File: src/rtl/wb_interconnect_1xn_tmo.sv
// Single-master to N-slave Wishbone interconnect with address decode, cycle locking
// and a wait-state watchdog that terminates stalled accesses with an error.
module wb_interconnect_1xn_tmo #(
   parameter int WB_ADDR_WIDTH  = 32,
   parameter int WB_DATA_WIDTH  = 32,
   parameter int N_SLAVES       = 4,
   parameter logic [N_SLAVES*WB_ADDR_WIDTH-1:0] SLAVE_BASE  = '0,
   parameter logic [N_SLAVES*WB_ADDR_WIDTH-1:0] SLAVE_LIMIT = '0,
   parameter int TIMEOUT_CYCLES = 256
) (
   input  logic                            clk,
   input  logic                            rst,
   input  logic [WB_ADDR_WIDTH-1:0]        m_adr,
   input  logic [WB_DATA_WIDTH-1:0]        m_dat_w,
   input  logic [WB_DATA_WIDTH/8-1:0]      m_sel,
   input  logic [2:0]                      m_cti,
   input  logic [1:0]                      m_bte,
   input  logic                            m_we,
   input  logic                            m_cyc,
   input  logic                            m_stb,
   output logic [WB_DATA_WIDTH-1:0]        m_dat_r,
   output logic                            m_ack,
   output logic                            m_err,
   output logic [WB_ADDR_WIDTH-1:0]        s_adr,
   output logic [WB_DATA_WIDTH-1:0]        s_dat_w,
   output logic [WB_DATA_WIDTH/8-1:0]      s_sel,
   output logic [2:0]                      s_cti,
   output logic [1:0]                      s_bte,
   output logic                            s_we,
   output logic [N_SLAVES-1:0]             s_cyc,
   output logic [N_SLAVES-1:0]             s_stb,
   input  logic [N_SLAVES*WB_DATA_WIDTH-1:0] s_dat_r,
   input  logic [N_SLAVES-1:0]             s_ack,
   input  logic [N_SLAVES-1:0]             s_err,
   output logic                            tmo_pulse,
   output logic                            busy
);

   localparam int AW  = WB_ADDR_WIDTH;
   localparam int DW  = WB_DATA_WIDTH;
   localparam int SW  = (N_SLAVES > 1) ? $clog2(N_SLAVES) : 1;
   localparam int WCW = (TIMEOUT_CYCLES > 0) ? $clog2(TIMEOUT_CYCLES + 1) : 1;

   typedef enum logic [1:0] {ST_IDLE, ST_ACTIVE, ST_ERR_RESP} state_t;

   state_t           state_q, state_d;
   logic [SW-1:0]    sel_q, sel_d;
   logic [WCW-1:0]   wcnt_q, wcnt_d;
   logic             tmo_q, tmo_d;

   logic [N_SLAVES-1:0] match;
   logic [N_SLAVES-1:0] sel_oh;
   logic                hit;
   logic [SW-1:0]       hit_idx;
   logic                sel_valid;
   logic                sel_ack;
   logic                sel_err;
   logic [DW-1:0]       sel_dat;

   assign s_adr   = m_adr;
   assign s_dat_w = m_dat_w;
   assign s_sel   = m_sel;
   assign s_cti   = m_cti;
   assign s_bte   = m_bte;
   assign s_we    = m_we;

   for (genvar gi = 0; gi < N_SLAVES; gi++) begin : g_slave
      assign match[gi]  = (m_adr >= SLAVE_BASE[gi*AW +: AW]) && (m_adr <= SLAVE_LIMIT[gi*AW +: AW]);
      assign sel_oh[gi] = (sel_q == SW'(gi));
   end

   // Descending scan so the lowest matching index is the one left standing.
   always_comb begin
      hit     = 1'b0;
      hit_idx = '0;
      for (int i = N_SLAVES - 1; i >= 0; i--) begin
         if (match[i]) begin
            hit     = 1'b1;
            hit_idx = SW'(i);
         end
      end
   end

   // One-hot AND-OR mux keeps out-of-range sel_q encodings from selecting anything.
   always_comb begin
      sel_dat = '0;
      for (int i = 0; i < N_SLAVES; i++) begin
         sel_dat = sel_dat | (s_dat_r[i*DW +: DW] & {DW{sel_oh[i]}});
      end
   end

   assign sel_valid = |sel_oh;
   assign sel_ack   = |(s_ack & sel_oh);
   assign sel_err   = |(s_err & sel_oh);

   always_comb begin
      state_d = state_q;
      sel_d   = sel_q;
      wcnt_d  = wcnt_q;
      tmo_d   = 1'b0;
      s_cyc   = '0;
      s_stb   = '0;
      m_ack   = 1'b0;
      m_err   = 1'b0;
      m_dat_r = '0;
      case (state_q)
         ST_IDLE: begin
            if (m_cyc && m_stb) begin
               if (hit) begin
                  sel_d   = hit_idx;
                  wcnt_d  = '0;
                  state_d = ST_ACTIVE;
               end else begin
                  state_d = ST_ERR_RESP;
               end
            end
         end
         ST_ACTIVE: begin
            if (!sel_valid) begin
               state_d = ST_ERR_RESP;
            end else begin
               s_cyc   = sel_oh & {N_SLAVES{m_cyc}};
               s_stb   = sel_oh & {N_SLAVES{m_stb}};
               m_err   = sel_err & m_stb;
               m_ack   = sel_ack & ~sel_err & m_stb;
               m_dat_r = sel_dat;
               if (!m_cyc) begin
                  state_d = ST_IDLE;
               end else if (m_ack || m_err) begin
                  wcnt_d = '0;
               end else if (m_stb && (TIMEOUT_CYCLES > 0)) begin
                  if (wcnt_q == WCW'(TIMEOUT_CYCLES - 1)) begin
                     state_d = ST_ERR_RESP;
                     tmo_d   = 1'b1;
                  end else begin
                     wcnt_d = wcnt_q + 1'b1;
                  end
               end
            end
         end
         ST_ERR_RESP: begin
            m_err   = 1'b1;
            wcnt_d  = '0;
            state_d = ST_IDLE;
         end
         default: state_d = ST_IDLE;
      endcase
   end

   always_ff @(posedge clk or posedge rst) begin
      if (rst) begin
         state_q <= ST_IDLE;
         sel_q   <= '0;
         wcnt_q  <= '0;
         tmo_q   <= 1'b0;
      end else begin
         state_q <= state_d;
         sel_q   <= sel_d;
         wcnt_q  <= wcnt_d;
         tmo_q   <= tmo_d;
      end
   end

   assign tmo_pulse = tmo_q;
   assign busy      = (state_q != ST_IDLE);

endmodule

File: config.mk
export PLATFORM = sky130hd
export DESIGN_NAME = wb_interconnect_1xn_tmo
export DESIGN_NICKNAME = d
export VERILOG_FILES = /design/src/rtl/wb_interconnect_1xn_tmo.sv
export SDC_FILE = /design/constraint.sdc
export NUM_CORES = 1
export LEC_CHECK = 0
export CAP_MARGIN = 20
export CORE_AREA = 4 4 127 129
export DETAILED_ROUTE_END_ITERATION = 10
export DIE_AREA = 0 0 131 133
export GPL_TIMING_DRIVEN = 0
export REMOVE_ABC_BUFFERS = 1
export SETUP_SLACK_MARGIN = 0.05
export SLEW_MARGIN = 40
export SYNTH_ARGS = -nofsm -noshare
export SYNTH_HDL_FRONTEND = slang
export SYNTH_SLANG_ARGS = --single-unit
export TNS_END_PERCENT = 10
File: constraint.sdc
create_clock -name clk -period 2.3 [get_ports clk]
set_input_delay 0.46 -clock clk [delete_from_list [all_inputs] [get_ports clk]]
set_output_delay 0.46 -clock clk [all_outputs]
set_load 0.01 [all_outputs]
==> results of run 1 <==
-- timing repair --
item	CTS	global route
resized for setup	31	11
buffers inserted	4	7
setup endpoints to repair	47	23
pin swaps	3	8
cloned	0	0
-- logic make-up (layout without fill, tap and decap cells) --
| group | after synthesis | in the layout |
|---|---|---|
| buf+inv | 93 | 162 |
| fa+ha+maj | 6 | 6 |
| compound gates | 26 | 26 |
| flops | 12 | 12 |
| other cells | 1 | 6 |
| simple gates | 72 | 72 |
| mux | 1 | 1 |
-- layout make-up --
| type | instances | area, sq um | share of cell area |
|---|---|---|---|
| timing repair buffer | 150 | 1460 | 0.498 |
| multi-input combinational | 111 | 820 | 0.279 |
| sequential | 12 | 300 | 0.102 |
| tap | 188 | 235 | 0.0801 |
| inverter | 8 | 30.0 | 0.0102 |
| clock buffer | 4 | 88.8 | 0.0303 |
-- cell usage in the layout (no fill, tap or decap), types with 3 or more instances in the layout --
| cell | count |
|---|---|
| buf_4 | 10 |
| nand2_1 | 6 |
| and3_4 | 3 |
| dfrtp_1 | 12 |
| nand4_1 | 3 |
| inv_1 | 7 |
| clkbuf_16 | 3 |
| ha_1 | 3 |
| conb_1 | 6 |
| o21ai_1 | 4 |
| nor4_1 | 8 |
| a21oi_1 | 5 |
| clkdlybuf4s50_1 | 121 |
| ha_4 | 3 |
| nor2_1 | 4 |
| a31oi_1 | 4 |
| and2_1 | 33 |
| dlygate4sd2_1 | 17 |
| o21a_1 | 3 |
| nand3_1 | 3 |
-- metrics by stage --
stage	hold WS (ns)	utilization	area, sq um
final	0.505	0.195	2940
after global placement	0.477	0.178	2680
after detailed placement	0.495	0.178	2680
after floorplan	0.325	-	1060
after CTS	0.501	0.188	2830
after global routing	0.529	0.195	2940
-- flip-flops by register name, indices dropped and copies added, names as in the netlist --
| name | flops |
|---|---|
| state_q | 2 |
| tmo_pulse | 1 |
| wcnt_q | 9 |
-- layer usage --
layer	wire length, um	vias up	GRT usage
li1	-	773	-
met1	2070	718	0.0524
met2	6580	230	0.260
met3	4000	4	0.196
met4	79	0	0.0223
met5	0	-	0
-- power by group --
group	total, uW	switching (uW)	internal, uW
sequential	231	10.2	221
combinational	449	193	256
clock	353	90.9	262
total	1030	294	739
-- worst max path at each step --
stage | start | to | cells after the start
6_report | wcnt_q[1]$_DFFE_PP0P_ | wcnt_q[5]$_DFFE_PP0P_ | 9
5_1_grt | wcnt_q[1]$_DFFE_PP0P_ | wcnt_q[5]$_DFFE_PP0P_ | 9
4_1_cts | wcnt_q[0]$_DFFE_PP0P_ | wcnt_q[5]$_DFFE_PP0P_ | 9
3_5_place_dp | state_q[1]$_DFFE_PP0P_ | m_ack | 5
3_3_place_gp | state_q[1]$_DFFE_PP0P_ | m_ack | 5
2_1_floorplan | wcnt_q[0]$_DFFE_PP0P_ | wcnt_q[5]$_DFFE_PP0P_ | 9
-- worst max-delay path, delay by kind of cell (launching register included) --
kind / cells / cell delay (ns)
simple gates: 5 / 1.01
flops: 1 / 0.41
fa+ha+maj: 2 / 0.33
compound gates: 2 / 0.36
==> results.md, run 1 <==
* Root Buffer: clkbuf_16
* Number of antenna violations at the first check in global routing at 0
* First-pass GRT wire length at 15.2 mm
* Worst EP required at 2.45 ns
* Worst R2R Path Depth at 9
* Clock transition at path regs at 0.04 ns
* Adder-cell share of the synthesized area at 0.0452
* Pwr dens at 352 nW/um^2
* Via count at 1,725
* Vias in the first global route at 1,807
* Hold path start: wcnt_q[7]$_DFFE_PP0P_
* Final GP Congestion at 0.902
* Core area at 15,000 sq um
* Largest family of logic cells by synthesized area: buffers and inverters
* Hold_buf cts at 0
* Post-synthesis cell count at 211
* Top post-synthesis cells by count: 81 x buf_4, 35 x and2_1, 12 x dfrtp_1, 8 x inv_1, 8 x nor4_1
* DRT antenna net count at 0
* Status: finished, final reports clean
* Max-Cap Viols at 0
* Total GRT Usage at 0.136
* Max-slew violations at 0
* Port bufs at 139
* First-pass DRT Iterations at 4
* Peak VDD IR at 0.000227 V
* Final setup margin at 0.0862 ns
* Tcrit/Tclk final at 0.963
* Filler cells at 1,657
* Synth Area in XOR/XNOR at 0
* Synth Warn # at 0
* Fraction of final layout cells with drive strength greater than 1 at 0.119
* Initial cell density of the core at 0.110
* CP max stage delay at 0.41 ns
* Number of flops mapped to enable cells by yosys at 0
* Worst EP arrival at 2.37 ns
* Maximum net fanout on the critical path at 4
* Die H at 133 um
* Simple-gate share of the synthesized area at 0.256
* R2R setup slack at 0.09 ns
* Complex-gate fraction of the synthesized area at 0.116
* Max H-tree Level at 1
* FF+latch count, synth at 12
* Sequence of cells on the critical path: ha_4, and3_4, and3_4, and3_4, ha_4, nor3b_4, nor3_2, a31oi_1, a31oi_2
* Setup crit end kind: register
* Async S/R FF share, synth at 1.00
* CTS buffer count at 3
* Die area at 17,400 sq um
* Fmax at 452 MHz
* Tot Pwr at 1030 uW
* Register area share after synthesis at 0.181
* Routed WL per cell at 26.9 um
* Area growth syn-to-layout at 76.9%
* # IOs at 332
* Largest net degree at the start of global routing at 19
* Synthesized cell area at 1660 sq um
* CTS Sinks at 12
* Inst Count DP at 458
* Routed WL at 12.7 mm
* Synth area leaders: buf_4 37%, dfrtp_1 18%, and2_1 13%, ha_1 4.5%, nor4_1 3.0%
* Setup violators final at 0
* Hold Crit Depth at 1
* FF-to-FF End: wcnt_q[5]$_DFFE_PP0P_
* Minimum clock period at 2.21 ns
* Remaining DRCs at 0
* Hold Path Class: register to register
* Critical-path top delay cell: dfrtp_1
* Share of the synthesized area in the top cell type at 0.366
* Total gr overflow at 0
* Finished Layout Cells at 473
* Leak at 0.00121 uW
* Vias per cell at 3.65
* Critical path class: register to register
* Top_reg_cell synth: dfrtp_1
* Hold endpoint: wcnt_q[7]$_DFFE_PP0P_
* Clock latency on the worst-skew pair at 0.24 ns
* Final hold violation count at 0
* Mean Syn Cell Area at 7.87 sq um
* Synth unique cells at 33
* Antenna diodes at 0
* Nets at 506
* Area leader, netlist: buf_4
* Setup Skew at 0.000634 ns
* Crit path top cell by count: and3_4
* FP Rows at 45
* Worst Setup Start Kind: register
* Total Neg Setup Slack at 0 ns
* Starting DRC count in detailed routing at 16
* Detailed placement HPWL at 11.7 mm
* Die W at 131 um
* Max clock buf depth at 2
* RSZ-0062 raised after global routing: yes
* Critical R2R Launch: wcnt_q[1]$_DFFE_PP0P_
* CTS tree: done
* Mux contribution to synthesized area at 0.00603
* Pre-CTS setup slack at -0.548 ns
* Top-count cell post-synth: buf_4
Power figures use the tool's default switching activity.
==> run 2, diff against run 1 <==
Settings changed: PLACE_DENSITY from default to 0.59.
==> run 2 against run 1 <==
Net effect: power down 2.4%; via count rose by 1.7%; fmax down 0.44%; utilization rose by 0.37 points; largest power group unchanged; largest cell class unchanged; sequential power barely moved; critical endpoint unchanged; clock power decreased by 11%; register-to-register slack about the same; global-route usage rose by 0.82 points; sequential cell count unchanged; die area stayed put; highest routed layer is now met5.
==> results.md, run 2 (synthesis results as in run 1) <==
* Status: finished, final reports clean (unchanged)
* Filler cells at 1,630 (was 1,657)
* Antenna diodes at 0 (unchanged)
* Routed WL at 13.6 mm (was 12.7 mm)
* CTS tree: done (unchanged)
* Largest net degree at the start of global routing at 19 (unchanged)
* Total GRT Usage at 0.144 (was 0.136)
* # IOs at 332 (unchanged)
* Slew @ Worst Pin at 0.502 ns
* RSZ-0062 raised after global routing: yes (unchanged)
* Inst Count DP at 458 (unchanged)
* Port bufs at 139 (unchanged)
* DRT antenna net count at 0 (unchanged)
* R2R setup slack at 0.08 ns (was 0.09 ns)
* Finished Layout Cells at 473 (unchanged)
* Starting DRC count in detailed routing at 18 (was 16)
* Worst Setup Start Kind: register (unchanged)
* Die area at 17,400 sq um (unchanged)
* Most frequent cells in the layout: 107 x clkdlybuf4s50_1, 33 x and2_1, 22 x dlymetal6s2s_1, 12 x dfrtp_1 (was 121 x clkdlybuf4s50_1, 33 x and2_1, 17 x dlygate4sd2_1, 12 x dfrtp_1, 10 x buf_4)
* Peak VDD IR at 0.000172 V (was 0.000227 V)
* Pwr dens at 337 nW/um^2 (was 352 nW/um^2)
* Remaining DRCs at 0 (unchanged)
* Largest register FFs at 9 (unchanged)
* Setup violators final at 0 (unchanged)
* Tcrit/Tclk final at 0.967 (was 0.963)
* Vias in the first global route at 1,853 (was 1,807)
* Area growth syn-to-layout at 80.3% (was 76.9%)
* Nets at 507 (was 506)
* Critical path class: register to register (unchanged)
* First-pass GRT wire length at 16.0 mm (was 15.2 mm)
* Slew margin rel. at 0.665
* First-pass DRT Iterations at 4 (unchanged)
* Hold Path Class: register to register (unchanged)
* Most flop-heavy register: wcnt_q (unchanged)
* Final GP Congestion at 0.854 (was 0.902)
* Storage cell area at 300 sq um (unchanged)
* Routed WL per cell at 28.7 um (was 26.9 um)
* CTS Sinks at 12 (unchanged)
* Final setup margin at 0.0765 ns (was 0.0862 ns)
* Max H-tree Level at 1 (unchanged)
* Worst EP arrival at 2.38 ns (was 2.37 ns)
* Maximum net fanout on the critical path at 7 (was 4)
* Max clock buf depth at 2 (unchanged)
* Initial cell density of the core at 0.110 (unchanged)
* Die H at 133 um (unchanged)
* Fmax at 450 MHz (was 452 MHz)
* Max-slew violations at 0 (unchanged)
* Detailed placement HPWL at 12.2 mm (was 11.7 mm)
* Core area at 15,000 sq um (unchanged)
* Setup Skew at 0.00264 ns (was 0.000634 ns)
* Tot Pwr at 1010 uW (was 1030 uW)
* Total Neg Setup Slack at 0 ns (unchanged)
* Clock transition at path regs at 0.04 ns (about the same)
* Max-Cap Viols at 0 (unchanged)
* Minimum clock period at 2.22 ns (was 2.21 ns)
* Clock latency on the worst-skew pair at 0.24 ns (about the same)
* Via count at 1,754 (was 1,725)
* Number of antenna violations at the first check in global routing at 0 (unchanged)
* Pre-CTS setup slack at -0.369 ns (was -0.548 ns)
* CTS buffer count at 3 (unchanged)
* Final hold violation count at 0 (unchanged)
* Total gr overflow at 0 (unchanged)
* Leak at 0.00157 uW (was 0.00121 uW)
* Root Buffer: clkbuf_16 (unchanged)
* FP Rows at 45 (unchanged)
* Die W at 131 um (unchanged)
* Fraction of final layout cells with drive strength greater than 1 at 0.119 (unchanged)
* Worst EP required at 2.46 ns (was 2.45 ns)
* Multi-input gate area at 817 sq um (was 820 sq um)
* Setup crit end kind: register (unchanged)
* Commonest non-fill, non-tap cell in the layout: clkdlybuf4s50_1 (unchanged)
* Vias per cell at 3.71 (was 3.65)
## run 2: cell count changes in the layout (fill, tap and decap cells not counted), sizes merged
cell           before  now
dlymetal6s2s        1   22
clkbuf              4    3
clkdlybuf4s50     121  107
dlygate4sd2        17   10
buf                11   12
## run 2: per-stage QoR
stage | area (sq um) | utilization | hold slack, ns
global placement | 2680 | 0.178 | 0.474
global route | 2990 | 0.199 | 0.497
finish | 2990 | 0.199 | 0.505
floorplan | 1060 | - | 0.325
CTS | 2820 | 0.188 | 0.484
detailed placement | 2690 | 0.179 | 0.479
## run 2: final timing paths
kind                                              end             startpoint  cells past startpoint
worst max-delay path            wcnt_q[5]$_DFFE_PP0P_  wcnt_q[0]$_DFFE_PP0P_                      9
worst min-delay path            wcnt_q[7]$_DFFE_PP0P_  wcnt_q[7]$_DFFE_PP0P_                      1
worst max register to register  wcnt_q[5]$_DFFE_PP0P_  wcnt_q[0]$_DFFE_PP0P_                      9
worst min register to register  wcnt_q[7]$_DFFE_PP0P_  wcnt_q[7]$_DFFE_PP0P_                      1
max in group asynchronous       wcnt_q[5]$_DFFE_PP0P_                    rst                      2
min in group asynchronous       wcnt_q[8]$_DFFE_PP0P_                    rst                      2
## run 2: layout make-up
| cell class | count | share of cell area |
|---|---|---|
| Tap cell | 188 | 0.0786 |
| Multi-Input combinational cell | 111 | 0.273 |
| Inverter | 8 | 0.0100 |
| Clock buffer | 3 | 0.0251 |
| Sequential cell | 12 | 0.100 |
| Timing Repair Buffer | 151 | 0.513 |
## run 2: where the power goes
part / switching, uW / internal [uW] / leakage (uW)
sequential: 10.7 / 221 / 0.000166
combinational: 205 / 259 / 0.00137
clock: 87.5 / 226 / 0.0000370
## run 2: worst max-delay path, cell delays in order, from the launching register on
cell     delay (ns)
dfrtp_1        0.36
ha_2           0.20
and3_4         0.20
and3_4         0.20
and3_1         0.17
ha_1           0.14
nor3b_4        0.32
o22ai_4        0.16
and2_4         0.21
a31oi_4        0.17
## run 2: what timing repair did
action,4_1_cts,5_1_grt
endpoints found under the setup margin,47,35
pin swaps,2,8
setup buffers,5,7
gates resized for setup,20,35
hold buffers,0,0
## run 2: routing by layer
metal / up-vias / GRT usage / share of wire
li1: 777 / - / -
met1: 738 / 0.0619 / 0.17
met2: 229 / 0.266 / 0.50
met3: 8 / 0.201 / 0.30
met4: 2 / 0.0320 / 0.015
met5: - / 0.0324 / 0.0055
